### config.mk
export PLATFORM = sky130hd
export DESIGN_NAME = inst_loader_flat
export DESIGN_NICKNAME = d
export VERILOG_FILES = /design/src/rtl/inst_loader_if.sv /design/src/rtl/inst_loader.sv /design/src/flat_wrapper.sv
export SDC_FILE = /design/constraint.sdc
export NUM_CORES = 1
export LEC_CHECK = 0
export CAP_MARGIN = 20
export CORE_ASPECT_RATIO = 0.75
export CORE_UTILIZATION = 45
export CTS_CLUSTER_SIZE = 12
export DETAILED_ROUTE_END_ITERATION = 6
export MAX_ROUTING_LAYER = met4
export PLACE_DENSITY = 0.66
export SETUP_SLACK_MARGIN = 0.4
export SLEW_MARGIN = 10
export SYNTH_ARGS = -nofsm -noshare
export SYNTH_HDL_FRONTEND = slang
export SYNTH_SLANG_ARGS = --single-unit
export TNS_END_PERCENT = 1
### constraint.sdc
create_clock -name clk -period 5.7 [get_ports clk]
set_input_delay 0.855 -clock clk [delete_from_list [all_inputs] [get_ports clk]]
set_output_delay 0.855 -clock clk [all_outputs]
set_load 0.01 [all_outputs]
### src/rtl/inst_loader_if.sv
// inst_loader_if: byte-stream, instruction-memory write and status signals of the program loader
//   master : loader side (consumes bytes, drives the write port and status)
//   slave  : host/bench side (drives bytes and start, observes everything else)
//   start        one-cycle re-arm pulse
//   byte_valid   byte_data valid this cycle
//   byte_data    stream byte
//   byte_ready   loader accepts a byte this cycle
//   tb_we        one-cycle instruction-memory write strobe
//   tb_addr      word-aligned write byte address
//   tb_inst      write data
//   cpu_reset_n  active-low reset to the core
//   done         image loaded (level)
//   error        image rejected (level)
interface inst_loader_if;
    logic        start;
    logic        byte_valid;
    logic [7:0]  byte_data;
    logic        byte_ready;
    logic        tb_we;
    logic [31:0] tb_addr;
    logic [31:0] tb_inst;
    logic        cpu_reset_n;
    logic        done;
    logic        error;
    modport master (
        input  start, byte_valid, byte_data,
        output byte_ready, tb_we, tb_addr, tb_inst, cpu_reset_n, done, error
    );
    modport slave (
        output start, byte_valid, byte_data,
        input  byte_ready, tb_we, tb_addr, tb_inst, cpu_reset_n, done, error
    );
endinterface

### src/rtl/inst_loader.sv
// inst_loader: assembles a little-endian byte stream into a program image and writes it to instruction memory
//   clk    system clock, rising edge
//   reset  asynchronous active-high reset
//   bus    inst_loader_if.master (byte stream in, tb_we/tb_addr/tb_inst out, cpu_reset_n/done/error)
//   Stream format: 4-byte word count N, then N data words.
//   Optional macro LOADER_CHECKSUM_EN: a trailing 4-byte word must equal the modulo-2^32 sum of the data words.
module inst_loader #(
    parameter logic [31:0] BASE_ADDR = 32'h0000_0000,
    parameter int          MAX_WORDS = 256
) (
    input  logic          clk,
    input  logic          reset,
    inst_loader_if.master bus
);
    localparam logic [2:0] S_LEN  = 3'd0;
    localparam logic [2:0] S_DATA = 3'd1;
    localparam logic [2:0] S_SUM  = 3'd2;
    localparam logic [2:0] S_DONE = 3'd3;
    localparam logic [2:0] S_ERR  = 3'd4;

    logic [2:0]  r_state;
    logic [1:0]  r_idx;
    logic [23:0] r_bytes;
    logic [31:0] r_len;
    logic [31:0] r_cnt;
    logic [31:0] r_addr;
    logic [31:0] r_inst;
    logic        r_we;
    logic        r_done;
    logic        r_err;
    logic        r_rstn;
`ifdef LOADER_CHECKSUM_EN
    logic [31:0] r_sum;
`endif

    logic        w_ready;
    logic        w_accept;
    logic        w_last;
    logic        w_rearm;
    logic        w_final;
    logic [31:0] w_word;

    assign w_ready  = (r_state == S_LEN) || (r_state == S_DATA) || (r_state == S_SUM);
    assign w_accept = bus.byte_valid && w_ready;
    assign w_last   = w_accept && (r_idx == 2'd3);
    // earlier bytes sit in a shift register, so the incoming byte completes the word
    assign w_word   = {bus.byte_data, r_bytes};
    assign w_rearm  = bus.start && ((r_state == S_DONE) || (r_state == S_ERR));
    assign w_final  = (r_cnt == r_len - 32'd1);

    always_ff @(posedge clk or posedge reset) begin
        if (reset) begin
            r_state <= S_LEN;
            r_idx   <= 2'd0;
            r_bytes <= 24'd0;
            r_len   <= 32'd0;
            r_cnt   <= 32'd0;
            r_addr  <= BASE_ADDR;
            r_inst  <= 32'd0;
            r_we    <= 1'b0;
            r_done  <= 1'b0;
            r_err   <= 1'b0;
            r_rstn  <= 1'b0;
`ifdef LOADER_CHECKSUM_EN
            r_sum   <= 32'd0;
`endif
        end else begin
            r_we   <= 1'b0;
            // status follows the state one cycle later, so cpu_reset_n never rises with the last strobe
            r_done <= (r_state == S_DONE) && !bus.start;
            r_rstn <= (r_state == S_DONE) && !bus.start;
            r_err  <= (r_state == S_ERR) && !bus.start;
            if (w_rearm) begin
                r_state <= S_LEN;
                r_idx   <= 2'd0;
                r_bytes <= 24'd0;
                r_len   <= 32'd0;
                r_cnt   <= 32'd0;
                r_addr  <= BASE_ADDR;
`ifdef LOADER_CHECKSUM_EN
                r_sum   <= 32'd0;
`endif
            end else if (w_accept) begin
                r_idx   <= r_idx + 2'd1;
                r_bytes <= {bus.byte_data, r_bytes[23:8]};
                if (w_last) begin
                    case (r_state)
                        S_LEN: begin
                            if (w_word == 32'd0 || w_word > 32'(MAX_WORDS)) r_state <= S_ERR;
                            else begin
                                r_len   <= w_word;
                                r_state <= S_DATA;
                            end
                        end
                        S_DATA: begin
                            r_we   <= 1'b1;
                            r_inst <= w_word;
                            r_addr <= BASE_ADDR + {r_cnt[29:0], 2'b00};
                            r_cnt  <= r_cnt + 32'd1;
`ifdef LOADER_CHECKSUM_EN
                            r_sum  <= r_sum + w_word;
                            if (w_final) r_state <= S_SUM;
`else
                            if (w_final) r_state <= S_DONE;
`endif
                        end
`ifdef LOADER_CHECKSUM_EN
                        S_SUM: r_state <= (w_word == r_sum) ? S_DONE : S_ERR;
`endif
                        default: r_state <= r_state;
                    endcase
                end
            end
        end
    end

    assign bus.byte_ready  = w_ready;
    assign bus.tb_we       = r_we;
    assign bus.tb_addr     = r_addr;
    assign bus.tb_inst     = r_inst;
    assign bus.cpu_reset_n = r_rstn;
    assign bus.done        = r_done;
    assign bus.error       = r_err;
endmodule

### src/flat_wrapper.sv
// flat-port wrapper written by rule: the top's interface ports become plain ports
module inst_loader_flat 
#(
    parameter logic [31:0] BASE_ADDR = 32'h0000_0000,
    parameter int          MAX_WORDS = 256
)
  (clk, reset, bus_start, bus_byte_valid, bus_byte_data, bus_byte_ready, bus_tb_we, bus_tb_addr, bus_tb_inst, bus_cpu_reset_n, bus_done, bus_error);
  inst_loader_if bus_i ();
  input  logic clk;
  input  logic reset;
  input wire logic [$bits(bus_i.start)-1:0] bus_start;
  input wire logic [$bits(bus_i.byte_valid)-1:0] bus_byte_valid;
  input wire logic [$bits(bus_i.byte_data)-1:0] bus_byte_data;
  output wire logic [$bits(bus_i.byte_ready)-1:0] bus_byte_ready;
  output wire logic [$bits(bus_i.tb_we)-1:0] bus_tb_we;
  output wire logic [$bits(bus_i.tb_addr)-1:0] bus_tb_addr;
  output wire logic [$bits(bus_i.tb_inst)-1:0] bus_tb_inst;
  output wire logic [$bits(bus_i.cpu_reset_n)-1:0] bus_cpu_reset_n;
  output wire logic [$bits(bus_i.done)-1:0] bus_done;
  output wire logic [$bits(bus_i.error)-1:0] bus_error;
  assign bus_i.start = bus_start;
  assign bus_i.byte_valid = bus_byte_valid;
  assign bus_i.byte_data = bus_byte_data;
  assign bus_byte_ready = bus_i.byte_ready;
  assign bus_tb_we = bus_i.tb_we;
  assign bus_tb_addr = bus_i.tb_addr;
  assign bus_tb_inst = bus_i.tb_inst;
  assign bus_cpu_reset_n = bus_i.cpu_reset_n;
  assign bus_done = bus_i.done;
  assign bus_error = bus_i.error;
  inst_loader #(.BASE_ADDR(BASE_ADDR), .MAX_WORDS(MAX_WORDS)) u_core (.clk(clk), .reset(reset), .bus(bus_i));
endmodule
==> results of run 1 <==
final cells by class:
cell class / instances / share of cell area
Multi-Input combinational cell: 645 / 0.383
Clock buffer: 18 / 0.0472
Tap cell: 215 / 0.0289
Timing Repair Buffer: 86 / 0.0925
Sequential cell: 158 / 0.425
Clock inverter: 13 / 0.0171
Inverter: 14 / 0.00619
placed cells by master (no fill, tap or decap), types with 18 or more instances in the layout:
cell type,instances
xnor2_1,28
and3_1,29
nand2_1,224
xor2_1,30
clkdlybuf4s50_1,78
a21oi_1,38
nand3_1,50
nand4_1,20
dfrtp_1,158
nor2_1,67
o21ai_0,18
worst max-delay path: cells and delay by family (launching register included):
kind | cells | cell delay (ns)
compound gates | 1 | 0.14
xor+xnor | 1 | 0.14
fa+ha+maj | 1 | 0.18
buf+inv | 1 | 0.08
flops | 1 | 0.43
simple gates | 6 | 2.29
metal layers:
metal	vias to the layer above	track usage	wire length (microns)
met5	-	-	0
met4	0	0.0693	194
met3	17	0.0400	942
met2	178	0.344	8540
met1	3172	0.353	9980
li1	3071	-	-
Yosys cell counts, drive strengths merged (3+ instances only):
cell,instances
dfrtp,158
nand4,21
or3,10
and3,29
xnor2,29
nor3,12
and4,7
nand3b,3
nand2,224
ha,3
a211o,4
clkbuf,42
nor4b,4
nor2,67
or4,7
buf,19
nand3,50
nor2b,5
a211oi,3
and2,6
inv,14
a21boi,3
xor2,30
a21oi,38
o21ai,20
nor4,20
a31oi,4
mux2i,13
power groups by stage:
stage	sequential, mW	combinational (mW)	clock [mW]
finish	1.51	0.700	1.15
CTS	1.50	0.709	1.17
global route	1.53	0.777	1.22
global placement	1.52	0.697	0
detailed placement	1.52	0.704	0
floorplan	1.50	0.357	0
metrics by stage:
| step | util | instances | hold slack (ns) |
|---|---|---|---|
| after floorplan | - | 878 | 0.482 |
| after global placement | 0.514 | 1117 | 0.457 |
| after detailed placement | 0.516 | 1118 | 0.462 |
| after CTS | 0.551 | 1149 | 0.483 |
| after global routing | 0.551 | 1149 | 0.496 |
| final | 0.551 | 1149 | 0.476 |
sequential cells by signal, summed over array words and instances, names as in the netlist:
register / flops
u_core.bus.done: 1
u_core.bus.error: 1
u_core.bus.tb_addr: 30
u_core.bus.tb_inst: 32
u_core.bus.tb_we: 1
u_core.r_bytes: 24
u_core.r_cnt: 32
u_core.r_idx: 2
u_core.r_len: 32
u_core.r_state: 3
worst max-delay path by stage:
stage / slack [ns] / cells past startpoint / from / endpoint
floorplan: 0.58 / 1 / reset / u_core.bus.done
global placement: 2.13 / 6 / bus_byte_data[2] / u_core.r_len[30]
detailed placement: 2.28 / 8 / bus_byte_data[2] / u_core.r_len[0]
CTS: 2.37 / 10 / u_core.r_len[0] / u_core.r_state[2]
global route: 2.22 / 10 / u_core.r_len[0] / u_core.r_state[2]
finish: 2.38 / 10 / u_core.r_len[0] / u_core.r_state[2]
cell families after synthesis:
family / count (synthesis) / synth area share
AND/OR/NAND/NOR: 478 / 0.293
other: 1 / 0.000480
XOR/XNOR: 59 / 0.0672
flip-flops: 158 / 0.506
buffers and inverters: 75 / 0.0393
adder cells (fa/ha/maj): 3 / 0.00481
AO/OA/AOI/OAI: 89 / 0.0704
multiplexers: 14 / 0.0181
==> impl_metrics.toml, run 1 <==
[clock_tree]
numCtsBuffers = 17
cts.sinks = 158
h-tree-depth = 4
cts_setup_buffers = 0
clockBufferDepth = 2
holdBufCountCts = 0
cts_resized = 0
path_clk_slew_ns = 0.07
cts-root-buf = "clkbuf_16"
cts_tree = "built"
clock_latency_ns = 0.43

[synthesis]
synth_edf_count = 0
synth_flop_cell = "dfrtp_1"
ys.warnings.count = 0
avgSynthCellArea_sq_um = 8.90
ys_ff_latch = 158
synth_top_area_share = 0.506
synthCells = 877
synth_cell_types = 62
netlist_area_sq_um = 7810
synth_area_leaders = "dfrtp_1, nand2_1, xor2_1"
yosys.area.top_type = "dfrtp_1"
synth-seq-area-share = 0.506
synthArstFlopShare = 1.00

[detailed_routing]
dr.pass1.iters = 5
drtAntennaViolNets = 0
drtIter0Drc = 439
dr_total_vias = 6438
wire_per_inst_microns = 17.1
drc_errors = 0
vias_per_cell = 5.60
routed_wl_mm = 19.7

[grt]
grt_max_degree = 70
grtUsageTotal = 0.242
grt_first_pass_wirelength_mm = 32.6
grt_pass1_vias = 6155
grt_overflow = 0
antenna_found_initial = 0

[pwr]
p_leak_nw = 4.52
p_switching_mw = 1.04
total_power_mw = 3.35
ir_worst_vdd_mv = 0.217
share_comb_of_total_power = 0.209
pwr_density_cell_nw_per_um2 = 361
p_clk_frac = 0.342
power_frac_seq = 0.449
p_int_mw = 2.31
p_sw_frac = 0.311

[die]
die_area_sq_um = 17900
rows = 41
start_util = 0.463
coreArea_sq_um = 16900
io_pins = 81
die_h_microns = 116
die_w_microns = 154

[critical_path]
critPathMaxStageDelay_ns = 0.62
reg2reg_from = "u_core.r_len[0]"
critical_path.max_fanout = 7
reg2reg_slack_ns = 2.38
reg2regPathDepth = 10
worstSetupPathType = "reg -> reg"
start_kind = "flip-flop"
r2r-end = "u_core.r_state[2]"
worst_ep_required_time_ns = 6.07
critPathArrivalTime_ns = 3.68
cp_slowest_cell = "or4b_1"
critical_path.cell_chain = "inv_1 -> ha_1 -> or4b_1 -> or3_1 -> or4_1 -> xnor2_1 -> nor4b_1 -> nand4_2 -> nor4_2 -> a221o_1"
worstSetupEndpointType = "flip-flop"

[place]
preCtsSetupSlack_ns = 2.28
place_area_sq_um = 8700
hpwl_mm = 13.0
place.gp.congestion = 0.819
io_buffers = 78

[final_layout]
design_area_sq_um = 9300
syn2layout_area_growth_pct = 19.2
multi_input_area_sq_um = 3560
fill_cells = 1506
drive_gt1_frac = 0.0589
n_antenna_cell = 0
final_nets = 937
ff_latch_area_sq_um = 3950

[timing]
worst_slew_margin_rel = 0.356
fin_crit_ns = 3.32
setup_ws_ns = 2.38
period_share = 0.582
finalClockSkew_ns = 0.00827
finalHoldViolations = 0
setup_viol = 0
fin_setup_tns_ns = 0
worstMarginPinSlew_ns = 0.966
fmax_mhz = 301
finalMaxSlewViolations = 0
grt_setup_unrepaired = "false"

[hold_path]
min_from = "u_core.bus.tb_inst[19]"
hold_depth = 2
min-delay-path-class = "reg -> reg"
hold_path_end = "u_core.bus.tb_inst[19]"

[status]
status = "completed"

[job]
cap_violations = 0
No activity file was read; power rests on OpenSTA's default activity.
==> run 2, diff against run 1 <==
==> constraint.sdc (replaced) <==
create_clock -name clk -period 3.5 [get_ports clk]
set_input_delay 0.525 -clock clk [delete_from_list [all_inputs] [get_ports clk]]
set_output_delay 0.525 -clock clk [all_outputs]
set_load 0.01 [all_outputs]
==> impl_metrics.toml, run 2 (synthesis gave the netlist of run 1 again) <==
[critical_path]
crit_family = "simple AND/OR/NAND/NOR gates"
worstSetupPathType = "reg -> reg"
cp_num_buf_inv = 1
critPathArrivalTime_ns = 3.33
critical_path.cell_chain = "inv_1 -> ha_2 -> or4b_4 -> or3_4 -> or4_1 -> xnor2_1 -> nor4b_2 -> nand4_2 -> nor4_2 -> a221o_1"
reg2reg_slack_ns = 0.53
start_kind = "flip-flop"
critical_path.max_fanout = 4
worst_ep_required_time_ns = 3.87
critPathMaxStageDelay_ns = 0.46
worstSetupEndpointType = "flip-flop"
cp_slowest_cell = "or4b_4"

[detailed_routing]
vias_per_cell = 5.55
wire_per_inst_microns = 17.3
drtAntennaViolNets = 0
drtIter0Drc = 391
dr.pass1.iters = 5
dr_total_vias = 6408
drc_errors = 0
routed_wl_mm = 20.0

[clock_tree]
numCtsBuffers = 17
cts_tree = "built"
cts-root-buf = "clkbuf_16"
cts.sinks = 158
clock_latency_ns = 0.44
h-tree-depth = 4
path_clk_slew_ns = 0.07
holdBufCountCts = 0
clockBufferDepth = 2

[grt]
grtUsageTotal = 0.248
grt_first_pass_wirelength_mm = 33.2
grt_overflow = 0
antenna_found_initial = 0
grt_max_degree = 82
grt_pass1_vias = 6292

[status]
status = "completed"

[timing]
fin_crit_ns = 2.97
setup_ws_ns = 0.533
fmax_mhz = 337
fin_setup_tns_ns = 0
grt_setup_unrepaired = "false"
period_share = 0.848
worstMarginPinSlew_ns = 0.962
setup_viol = 0
finalHoldViolations = 0
finalClockSkew_ns = 0.0143
worst_slew_margin_rel = 0.358
finalMaxSlewViolations = 0

[die]
rows = 41
io_pins = 81
die_area_sq_um = 17900
die_w_microns = 154
coreArea_sq_um = 16900
die_h_microns = 116
start_util = 0.463

[job]
cap_violations = 0

[place]
place_area_sq_um = 8750
io_buffers = 78
hpwl_mm = 13.3
place.gp.congestion = 0.858
preCtsSetupSlack_ns = 0.398

[final_layout]
drive_gt1_frac = 0.0670
n_antenna_cell = 0
syn2layout_area_growth_pct = 19.6
layout.cells.most_common = "nand2_1"
final_nets = 942
final_cell_mix = "nand2_1, dfrtp_1, clkdlybuf4s50_1, nor2_1, nand3_1"
design_area_sq_um = 9340

[pwr]
ir_worst_vdd_mv = 0.374
p_leak_nw = 4.52
pwr_density_cell_nw_per_um2 = 579

[hold_path]
min-delay-path-class = "in -> async"
run 2: layer usage:
metal  GRT usage  vias up  share of wire
li1            -     3077              -
met1       0.356     3139           0.50
met2       0.352      174           0.43
met3      0.0467       18          0.051
met4      0.0807        0          0.013
met5           -        -              0
run 2: path summary, 6_finish.rpt:
check                      depth (start not counted)                      to                    from
max reg2reg                                       10       u_core.r_state[2]         u_core.r_len[1]
min reg2reg                                        2  u_core.bus.tb_inst[17]  u_core.bus.tb_inst[17]
min in group clk                                   2  u_core.bus.tb_inst[17]  u_core.bus.tb_inst[17]
min                                                2  u_core.bus.tb_addr[31]                   reset
max in group asynchronous                          3        u_core.r_len[11]                   reset
max                                               10       u_core.r_state[2]         u_core.r_len[1]
run 2: stage by stage:
| step | hold slack, ns | power (mW) | std cells | util |
|---|---|---|---|---|
| 6_report | 0.458 | 5.41 | 1155 | 0.553 |
| 3_5_place_dp | 0.461 | 3.62 | 1122 | 0.518 |
| 5_1_grt | 0.494 | 5.69 | 1155 | 0.553 |
| 2_1_floorplan | 0.482 | 3.03 | 878 | - |
| 4_1_cts | 0.463 | 5.44 | 1154 | 0.552 |
| 3_3_place_gp | 0.459 | 3.61 | 1122 | 0.518 |
run 2: repair_timing:
item	CTS	global route
gates resized for setup	1	3
setup endpoints to repair	1	2
setup buffers	0	1
cloned	0	0
pin swaps	0	2
hold endpoints to repair	0	0
run 2: layout make-up:
class	instances	area, sq um
fill	1540	7540
sequential	158	3950
multi-input combinational	645	3580
timing repair buffer	91	916
clock buffer	19	433
tap	215	269
clock inverter	13	130
inverter	14	56.3
run 2: where the power goes:
| part | internal [mW] | total (mW) | switching [mW] |
|---|---|---|---|
| clock | 0.995 | 1.80 | 0.810 |
| combinational | 0.545 | 1.14 | 0.590 |
| sequential | 2.14 | 2.47 | 0.323 |
| total | 3.68 | 5.41 | 1.72 |
